$ cat config.mk
export PLATFORM = sky130hd
export DESIGN_NAME = dma_copy_ctrl
export DESIGN_NICKNAME = d
export VERILOG_FILES = /design/src/rtl/dma_copy_pkg.sv /design/src/rtl/dma_copy_ctrl.sv
export SDC_FILE = /design/constraint.sdc
export NUM_CORES = 1
export LEC_CHECK = 0
export ABC_CLOCK_PERIOD_IN_PS = 4850
export CORE_MARGIN = 5
export CORE_UTILIZATION = 40
export DETAILED_ROUTE_END_ITERATION = 7
export GPL_TIMING_DRIVEN = 0
export HOLD_SLACK_MARGIN = 0.02
export MAX_ROUTING_LAYER = met4
export PLACE_DENSITY = 0.7
export SETUP_SLACK_MARGIN = 0.2
export SLEW_MARGIN = 20
export SYNTH_ARGS = -nofsm -noshare
export SYNTH_HDL_FRONTEND = slang
export SYNTH_SLANG_ARGS = --single-unit
$ cat constraint.sdc
create_clock -name CLK -period 4.85 [get_ports CLK]
set_input_delay 0.7275 -clock CLK [delete_from_list [all_inputs] [get_ports CLK]]
set_output_delay 0.7275 -clock CLK [all_outputs]
set_load 0.05 [all_outputs]
$ cat src/rtl/dma_copy_pkg.sv
// Shared types and constants for the data-memory copy engine and port arbiter.
package dma_copy_pkg;

    localparam int DEFAULT_AW = 8;

    typedef enum logic [1:0] {
        IDLE = 2'd0,
        RD   = 2'd1,
        WR   = 2'd2,
        DONE = 2'd3
    } state_e;

endpackage

$ cat src/rtl/dma_copy_ctrl.sv
// Copy engine sharing the single data-memory port with the CPU; CPU always wins and freezes the engine.
// Optional DMA_COPY_FILL_EN adds Fill/FillVal: fill operations skip the read and write FillVal to Dst.
module dma_copy_ctrl
    import dma_copy_pkg::*;
#(
    parameter int AW = DEFAULT_AW
) (
    input  logic          CLK,
    input  logic          RST_N,
    input  logic          CpuReq,
    input  logic [AW-1:0] CpuAddr,
    input  logic          CpuWrite,
    input  logic [7:0]    CpuDataIn,
    output logic [7:0]    CpuDataOut,
    input  logic          Start,
    input  logic [AW-1:0] Src,
    input  logic [AW-1:0] Dst,
    input  logic [AW-1:0] Len,
`ifdef DMA_COPY_FILL_EN
    input  logic          Fill,
    input  logic [7:0]    FillVal,
`endif
    output logic          Busy,
    output logic          Done,
    output logic [AW-1:0] MemAddr,
    output logic          MemWrite,
    output logic [7:0]    MemDataIn,
    input  logic [7:0]    MemDataOut
);

    state_e        state_q, state_d;
    logic [AW-1:0] src_q, src_d;
    logic [AW-1:0] dst_q, dst_d;
    logic [AW-1:0] rem_q, rem_d;
    logic [7:0]    hold_q, hold_d;
    logic          fill_q, fill_d;
    logic          start_fill;

`ifdef DMA_COPY_FILL_EN
    assign start_fill = Fill;
`else
    assign start_fill = 1'b0;
`endif

    always_comb begin
        state_d = state_q;
        src_d   = src_q;
        dst_d   = dst_q;
        rem_d   = rem_q;
        hold_d  = hold_q;
        fill_d  = fill_q;
        unique case (state_q)
            IDLE: begin
                if (Start) begin
                    if (Len == '0) begin
                        state_d = DONE;
                    end else begin
                        src_d   = Src;
                        dst_d   = Dst;
                        rem_d   = Len;
                        fill_d  = start_fill;
                        state_d = start_fill ? WR : RD;
`ifdef DMA_COPY_FILL_EN
                        // Fill byte lives in the hold register so WR needs no extra mux leg.
                        if (Fill) hold_d = FillVal;
`endif
                    end
                end
            end
            RD: begin
                if (!CpuReq) begin
                    hold_d  = MemDataOut;
                    state_d = WR;
                end
            end
            WR: begin
                if (!CpuReq) begin
                    src_d   = src_q + AW'(1);
                    dst_d   = dst_q + AW'(1);
                    rem_d   = rem_q - AW'(1);
                    state_d = (rem_q == AW'(1)) ? DONE : (fill_q ? WR : RD);
                end
            end
            DONE: state_d = IDLE;
            default: state_d = IDLE;
        endcase
    end

    always_ff @(posedge CLK or negedge RST_N) begin
        if (!RST_N) begin
            state_q <= IDLE;
            src_q   <= '0;
            dst_q   <= '0;
            rem_q   <= '0;
            hold_q  <= '0;
            fill_q  <= 1'b0;
        end else begin
            state_q <= state_d;
            src_q   <= src_d;
            dst_q   <= dst_d;
            rem_q   <= rem_d;
            hold_q  <= hold_d;
            fill_q  <= fill_d;
        end
    end

    // Port mux: CPU first, then engine, otherwise a harmless CPU-addressed read.
    always_comb begin
        MemAddr   = CpuAddr;
        MemWrite  = 1'b0;
        MemDataIn = CpuDataIn;
        if (CpuReq) begin
            MemWrite = CpuWrite;
        end else if (state_q == RD) begin
            MemAddr = src_q;
        end else if (state_q == WR) begin
            MemAddr   = dst_q;
            MemWrite  = 1'b1;
            MemDataIn = hold_q;
        end
    end

    assign Busy       = (state_q == RD) || (state_q == WR);
    assign Done       = (state_q == DONE);
    assign CpuDataOut = MemDataOut;

endmodule

==> impl_metrics.ini, run 1 <==
[outcome]
status = completed

[grt]
grt_pass1_wl_um = 14400
grt.overflow.total = 0
grt_antenna_before_repair = 0
grt_pass1_vias = 2826
grt_start_max_net_pins = 30
grt_usage_pct = 21.6

[die]
rows = 29
dieArea_mm2 = 0.00818
die_width_um = 90.5
die_h_um = 90.5
design.core.area_mm2 = 0.00631
start_util_pct = 41.0
io_pins = 80

[logic_synthesis]
postSynthCellCount = 292
synthArstFlopShare_pct = 100
syn_area_mm2 = 0.00259
yosysSeqAreaShare_pct = 32.9
syn_avg_cell_area_um2 = 8.87
synth_top_area_cell = dfrtp_1
ys.flop_type = dfrtp_1
yosys-top-cells-area = dfrtp_1 (33%), mux2_2 (7.8%), nor3_1 (6.2%)
synth_edf_count = 0
yosysWarnings = 0
synth_nets = 354
yosysTopAreaCellShare_pct = 32.9
synth_seq_cells = 34
yosysUniqueCellTypes = 47

[cts]
holdBufCountCts = 0
insertion_delay_ps = 290
cts_buffers = 5
clock_sinks = 34
cts_setup_buffers = 0
cts_buffer_depth = 2
htreeDepth = 2
tritoncts = yes
cts_resized = 0
root_buffer = clkbuf_8
cts.clk_slew.worst_paths_ps = 70

[timing]
finalWorstSetupSlack_ps = 736
setup_viol_count_final = 0
finalSetupTns_ps = 0
finClkSkew_ps = 9.84
fmaxAchievable_mhz = 243
rsz0062_at_grt = no
post-route-period-util_pct = 84.8
hold_violations = 0
slew_headroom_pct = 57.3
finalMaxSlewViolations = 0
worstMarginPinSlew_ps = 640
min_period_ps = 4110

[setup_path]
cp-end-kind = primary output
crit_required_ps = 4120
crit_fanout = 10
cpMostUsedCell = inv_1
path_cells = inv_1 > ha_1 > inv_1 > clkbuf_1 > buf_1 > a22oi_1 > o21ai_0 > clkdlybuf4s50_1
slowest_stage = clkdlybuf4s50_1
worstPathArrival_ps = 3390
path_buf_inv = 5
start_kind = register
cpLargestDelayFamily = buffers and inverters
crit_type = register to primary output
cpPeakStageDelay_ps = 840

[finish]
seqCellArea_um2 = 851
antennaDiodeCount = 0
num-fill-cells = 596
multi_input_area_mm2 = 0.00154
mostFrequentLayoutCells = clkdlybuf4s50_1 (78), dfrtp_1 (34), nor3_1 (32)
final_nets = 441
drive_gt1_share_pct = 14.6
mostFrequentLayoutCell = clkdlybuf4s50_1
fin_util_pct = 56.6
area_growth_pct = 38.0

[place]
place_hpwl_um = 6320
numPortBuffers = 79
gp_congestion = 0.955
place_ws_ps = 909

[detailed_routing]
detail_route.wirelength_um = 8610
drc = 0
vias_per_cell = 6.09
vias = 2772
dr.pass1.iters = 5
drt_iter0_drc = 289
ant_nets = 0
wire_per_inst_um = 18.9

[power]
peakVddDrop_mv = 0.327
p_leak_nw = 1.32
p_per_area_mw_per_mm2 = 570
totalPowerFinal_mw = 2.04

[min_path]
min_path_type = input pin to async pin

[run]
maxCapViolCount = 0
==> synth_stat cells (2+ instances only) <==
library cell,number
a2111oi_0,7
mux2_2,18
o21ai_0,16
ha_1,9
buf_4,8
buf_1,3
nand2_1,13
nor4_1,2
nor2_1,14
or3_1,2
clkbuf_1,14
a21oi_1,11
nor3_1,32
a221oi_1,4
dfrtp_1,34
nand3_1,10
inv_1,8
buf_2,3
o2bb2ai_1,5
o22ai_1,3
a211o_1,2
nand4_1,6
or4_4,2
a211oi_1,7
and2_1,3
nor2b_1,4
o32ai_1,6
a2bb2oi_1,3
and3_1,4
mux2i_1,2
a22oi_1,14
buf_6,3
nor3_2,6
==> final timing paths <==
check / from / end / slack, ps / depth (start not counted)
max: state_q[0] / MemAddr[3] / 740 / 8
min: RST_N / dst_q[5] / 270 / 1
max reg2reg: state_q[0] / rem_q[3] / 2460 / 8
min reg2reg: hold_q[5] / hold_q[5] / 510 / 1
max in group asynchronous: RST_N / rem_q[6] / 4140 / 2
min in group CLK: hold_q[5] / hold_q[5] / 510 / 1
==> power breakdown <==
group	total, mW	internal, mW	switching [mW]
Sequential	0.588	0.432	0.156
Clock	0.213	0.110	0.104
Combinational	1.24	0.489	0.746
==> flip-flops by register name, indices dropped and copies added (netlist names) <==
| signal | count |
|---|---|
| dst_q | 8 |
| hold_q | 8 |
| rem_q | 8 |
| src_q | 8 |
| state_q | 2 |
==> logic make-up after synthesis <==
group	Yosys count	synth area share, %
and+or+nand+nor	106	22.8
AOI/OAI and AO/OA	84	23.6
buffers and inverters	39	7.83
DFF	34	32.9
muxes	20	8.60
adders and majority gates	9	4.35
==> area by class of cell <==
class / instances / area share, %
clock buffer: 6 / 2.31
buffer: 31 / 4.83
multi-input combinational: 219 / 43.0
inverter: 8 / 0.840
tap: 77 / 2.70
sequential: 34 / 23.8
timing repair buffer: 80 / 22.5
==> metrics by stage <==
stage / hold WS (ps) / cells / cell area [um^2]
finish: 274 / 455 / 3570
global route: 283 / 455 / 3570
CTS: 277 / 455 / 3570
detailed placement: 492 / 449 / 3490
global placement: 487 / 448 / 3480
floorplan: 432 / 292 / 2590
==> layer usage <==
metal / up-vias / track usage, % / wire (um)
met2: 146 / 34.2 / 3960
li1: 1281 / - / -
met3: 19 / 3.58 / 717
met5: - / - / 0
met4: 0 / 7.07 / 145
met1: 1326 / 28.1 / 3800
(Power assumes the default switching activity.)
==> run 2: changes to the inputs <==
ABC_CLOCK_PERIOD_IN_PS = 4300   (was 4850)
clock period = 4.3 ns   (was 4.85 ns; I/O delays follow)
==> run 2 against run 1 <==
Net effect: design area about the same; sequential power is 13% higher; via count increased by 1.3%; register-to-register slack lost 570 ps; count of clock-buffer cells in the layout unchanged; first-iteration DRC count decreased by 3.8%; routed wire length shrank 0.13%; clock power rose by 14%; global-route usage unchanged; setup slack lost 240 ps; critical endpoint unchanged; largest cell class unchanged.
==> impl_metrics.ini, run 2 (synthesis results as in run 1) <==
[finish]
area_growth_pct = 38.1
seqCellArea_um2 = 851
mostFrequentLayoutCell = clkdlybuf4s50_1
num-fill-cells = 598
multi_input_area_mm2 = 0.00154
final_cells = 455
final_nets = 441
drive_gt1_share_pct = 14.8
mostFrequentLayoutCells = clkdlybuf4s50_1 (78), dfrtp_1 (34), nor3_1 (32)
antennaDiodeCount = 0

[timing]
min_period_ps = 3810
post-route-period-util_pct = 88.6
worstMarginPinSlew_ps = 656
hold_violations = 0
finalSetupTns_ps = 0
finalMaxSlewViolations = 0
finClkSkew_ps = 10.2
rsz0062_at_grt = no
slew_headroom_pct = 56.1
worst_hold_slack_ps = 190
fmaxAchievable_mhz = 263
setup_viol_count_final = 0

[place]
numPortBuffers = 79
placed_cells = 449
gp_congestion = 0.955
place_hpwl_um = 6320

[detailed_routing]
wire_per_inst_um = 18.9
dr.pass1.iters = 5
vias = 2808
drt_iter0_drc = 278
drc = 0
ant_nets = 0
detail_route.wirelength_um = 8600
vias_per_cell = 6.17

[setup_path]
crit_required_ps = 3650
cpPeakStageDelay_ps = 830
r2r_start = state_q[0]
crit_type = register to primary output
reg2reg_slack_ps = 1890
worstPathArrival_ps = 3160
cpMostUsedCell = inv_1
path_cells = inv_1 > ha_1 > inv_1 > clkbuf_1 > clkbuf_2 > a22oi_1 > o21ai_0 > clkdlybuf4s50_1
start_kind = register
cp-end-kind = primary output
rr_endpoint = rem_q[2]
crit_fanout = 10
slowest_stage = clkdlybuf4s50_1
cp-endpoint = MemAddr[3]
rr_worst_depth = 8
cp-startpoint = state_q[0]

[cts]
clock_sinks = 34
root_buffer = clkbuf_8
cts.clk_slew.worst_paths_ps = 70
insertion_delay_ps = 290
cts_buffer_depth = 2
htreeDepth = 2
holdBufCountCts = 0
cts_buffers = 5
cts_setup_buffers = 0
tritoncts = yes

[power]
totalPowerFinal_mw = 2.30
p_per_area_mw_per_mm2 = 642
p_leak_nw = 1.32
peakVddDrop_mv = 0.369

[grt]
grt_antenna_before_repair = 0
grt.overflow.total = 0
grt_pass1_vias = 2826
grt_start_max_net_pins = 30
grt_pass1_wl_um = 14400
grt_usage_pct = 21.6

[min_path]
min_path_type = input pin to async pin

[run]
maxCapViolCount = 0

[die]
die_h_um = 90.5
rows = 29
dieArea_mm2 = 0.00818
io_pins = 80
start_util_pct = 41.0
die_width_um = 90.5
design.core.area_mm2 = 0.00631

[outcome]
status = completed
run 2: power breakdown:
group	total (mW)	internal, mW	switching [mW]
combinational	1.39	0.552	0.841
sequential	0.662	0.487	0.175
clock	0.242	0.124	0.118
run 2: stage by stage:
stage               setup WS, ps  cell area [um^2]  utilization, %
floorplan                   1080              2590               -
CTS                          301              3570            56.6
finish                       491              3580            56.6
global route                 358              3580            56.6
detailed placement           524              3490            55.3
global placement             548              3480            55.1
run 2: cell type report:
class,count,share of cell area (%)
inverters,8,0.840
repair buffers,80,22.5
flip-flops and latches,34,23.8
well taps,77,2.69
multi-input cells,219,43.0
plain buffers,31,4.86
clock buffers,6,2.31
run 2: what timing repair did:
action	in CTS	in global routing
hold endpoints to repair	0	0
resized for setup	0	1
endpoints found under the setup margin	0	5
run 2: critical path, delay by kind of cell (launching register included):
kind,cells,cell delay [ps]
buffers and inverters,5,1870
AO/OA/AOI/OAI,2,320
adder cells (fa/ha/maj),1,280
flip-flops,1,390
run 2: worst min path at each step:
| stage | endpoint | depth (start not counted) |
|---|---|---|
| global route | dst_q[5] | 1 |
| floorplan | dst_q[0] | 0 |
| detailed placement | hold_q[5] | 1 |
| CTS | dst_q[5] | 1 |
| global placement | hold_q[5] | 1 |
| finish | dst_q[5] | 1 |
run 2: metal layers:
layer	routed length, um	GRT usage [%]
met1	3710	28.1
met2	3980	34.2
met3	740	3.58
met4	164	7.07
met5	0	-
==> RTL edit: new RTL, settings of run 2 <==
Build with the macro `DMA_COPY_FILL_EN` defined.
--- a/src/rtl/dma_copy_ctrl.sv
+++ b/src/rtl/dma_copy_ctrl.sv
@@ -1,5 +1,7 @@
 // Copy engine sharing the single data-memory port with the CPU; CPU always wins and freezes the engine.
 // Optional DMA_COPY_FILL_EN adds Fill/FillVal: fill operations skip the read and write FillVal to Dst.
+`define DMA_COPY_FILL_EN
+
 module dma_copy_ctrl
     import dma_copy_pkg::*;
 #(
Ports: changed (added Fill and FillVal); port bits go from 80 to 89. The function was not compared with the original's and may differ.
==> RTL edit against run 2 <==
Sequential cell count increased by 1. Routed wire length down 12%. Total power is 10% higher. Area after synthesis down 1.3%. Cell area increased by 1.7%. Global-route usage shrank 2.4 points. Sequential share of layout area grew 0.30 points. Worst setup slack better by 0.15 ns. Sequential power grew 4.1%. Critical path type is now input port to output port. Largest power group unchanged. Highest routed layer unchanged.
==> RTL edit: results (changes against run 2) <==
Parameter                              Value

Global routing
  Via count of the first global-routing pass    2,516 (was 2,826)
  Total track usage    0.192 (was 0.216)
  Largest net degree at the start of global routing    27 (was 30)
  Wire length of the first global-routing pass    12,600 um (was 14,400 um)

Power and ir drop
  Worst ir drop on vdd    0.000379 V (was 0.000369 V)
  Reported leakage power    1.43 nW (was 1.32 nW)

Placement
  Number of buffer cells added on primary ports    88 (was 79)
  Placer congestion estimate    0.860 (was 0.955)
  HPWL Detailed    5890 um (was 6320 um)
  Placed Area    3550 sq um (was 3490 sq um)

Timing
  Slew of the pin with the lowest slew margin    0.637 ns (was 0.656 ns)

Yosys
  Cells after Synth    295 (was 292)
  Net Count, Synth    365 (was 354)
  Most numerous cell types in the synthesized netlist    sky130_fd_sc_hd__nand2_1 (36), sky130_fd_sc_hd__dfrtp_1 (35), sky130_fd_sc_hd__o21ai_0 (22) (was sky130_fd_sc_hd__dfrtp_1 (34), sky130_fd_sc_hd__nor3_1 (32), sky130_fd_sc_hd__mux2_2 (18))
  Top post-synthesis cells by area    sky130_fd_sc_hd__dfrtp_1 (34%), sky130_fd_sc_hd__nand2_1 (5.3%), sky130_fd_sc_hd__mux2i_1 (4.3%) (was sky130_fd_sc_hd__dfrtp_1 (33%), sky130_fd_sc_hd__mux2_2 (7.8%), sky130_fd_sc_hd__nor3_1 (6.2%))
  Proportion of synthesized area in mux cells    0.0783 (was 0.0860)
  Fraction of the mapped netlist area in compound gates    0.275 (was 0.236)
  Number of library cell types mapped by synthesis    49 (was 47)

Route
  Number of DRC violations after detailed-routing iteration 0    146 (was 278)
  Number of vias after detailed routing    2,650 (was 2,808)
  WL per Instance    16.2 um (was 18.9 um)
  DR pass1 iterations    4 (was 5)

Cells and area
  Layout cell share with drive strength beyond 1    0.128 (was 0.148)
  Net count reported at finish    461 (was 441)

Status
  Status    complete, no violations (unchanged)
-- RTL edit: cell types whose count changed after synthesis, sizes merged, moves of 5 or more --
cell	change
nor3	-29
nand2	+23
o21ai	+13
o22ai	+11
mux2	-10
clkbuf	-9
mux2i	+9
a2111oi	-7
a21oi	+6
nand3	+6
o2bb2ai	-5
-- RTL edit: routing by layer --
metal  global-route usage  vias up  share of wire
met5                    -        -              0
met4               0.0620        0          0.020
met3               0.0376       13          0.060
met2                0.309       87           0.49
met1                0.244     1267           0.43
li1                     -     1283              -
-- RTL edit: stage by stage --
| step | hold WS [ns] | setup WS [ns] | utilization |
|---|---|---|---|
| after floorplan | 0.349 | 1.29 | - |
| after global placement | 0.460 | 0.646 | 0.563 |
| after detailed placement | 0.468 | 0.633 | 0.565 |
| after CTS | 0.219 | 0.621 | 0.579 |
| after global routing | 0.222 | 0.520 | 0.579 |
| final | 0.220 | 0.646 | 0.579 |
-- RTL edit: final cells by class --
type,count,area share
buffer,25,0.0434
timing repair buffer,89,0.246
sequential,35,0.241
clock buffer,6,0.0227
multi-input combinational,226,0.409
clock inverter,1,0.00138
tap,77,0.0265
inverter,9,0.00929
-- RTL edit: critical path, stage by stage --
cell and delay (ns):
sky130_fd_sc_hd__clkdlybuf4s50_1 0.47, sky130_fd_sc_hd__clkbuf_1 0.37, sky130_fd_sc_hd__buf_1 0.41, sky130_fd_sc_hd__a22oi_1 0.16, sky130_fd_sc_hd__o21ai_0 0.11, sky130_fd_sc_hd__clkdlybuf4s50_1 0.83
-- RTL edit: logic make-up after synthesis --
family	Yosys count
AOI/OAI and AO/OA	104
DFF	35
muxes	19
buffers and inverters	34
adders and majority gates	8
and+or+nand+nor	95
-- RTL edit: power breakdown --
| group | switching [mW] | leakage (nW) | internal [mW] | total [mW] |
|---|---|---|---|---|
| sequential | 0.184 | 0.417 | 0.505 | 0.689 |
| clock | 0.116 | 0.0470 | 0.126 | 0.242 |
| combinational | 0.973 | 0.962 | 0.631 | 1.60 |
| total | 1.27 | 1.43 | 1.26 | 2.53 |
-- RTL edit: final timing paths --
check / from / endpoint / slack (ns) / cells after the start
min in group CLK: hold_q[6] / hold_q[6] / 0.48 / 2
max: CpuReq / MemAddr[6] / 0.65 / 6
max reg2reg: state_q[0] / src_q[4] / 2.23 / 7
max in group asynchronous: RST_N / hold_q[7] / 3.66 / 2
min: RST_N / rem_q[1] / 0.22 / 1
min reg2reg: hold_q[6] / hold_q[6] / 0.48 / 2
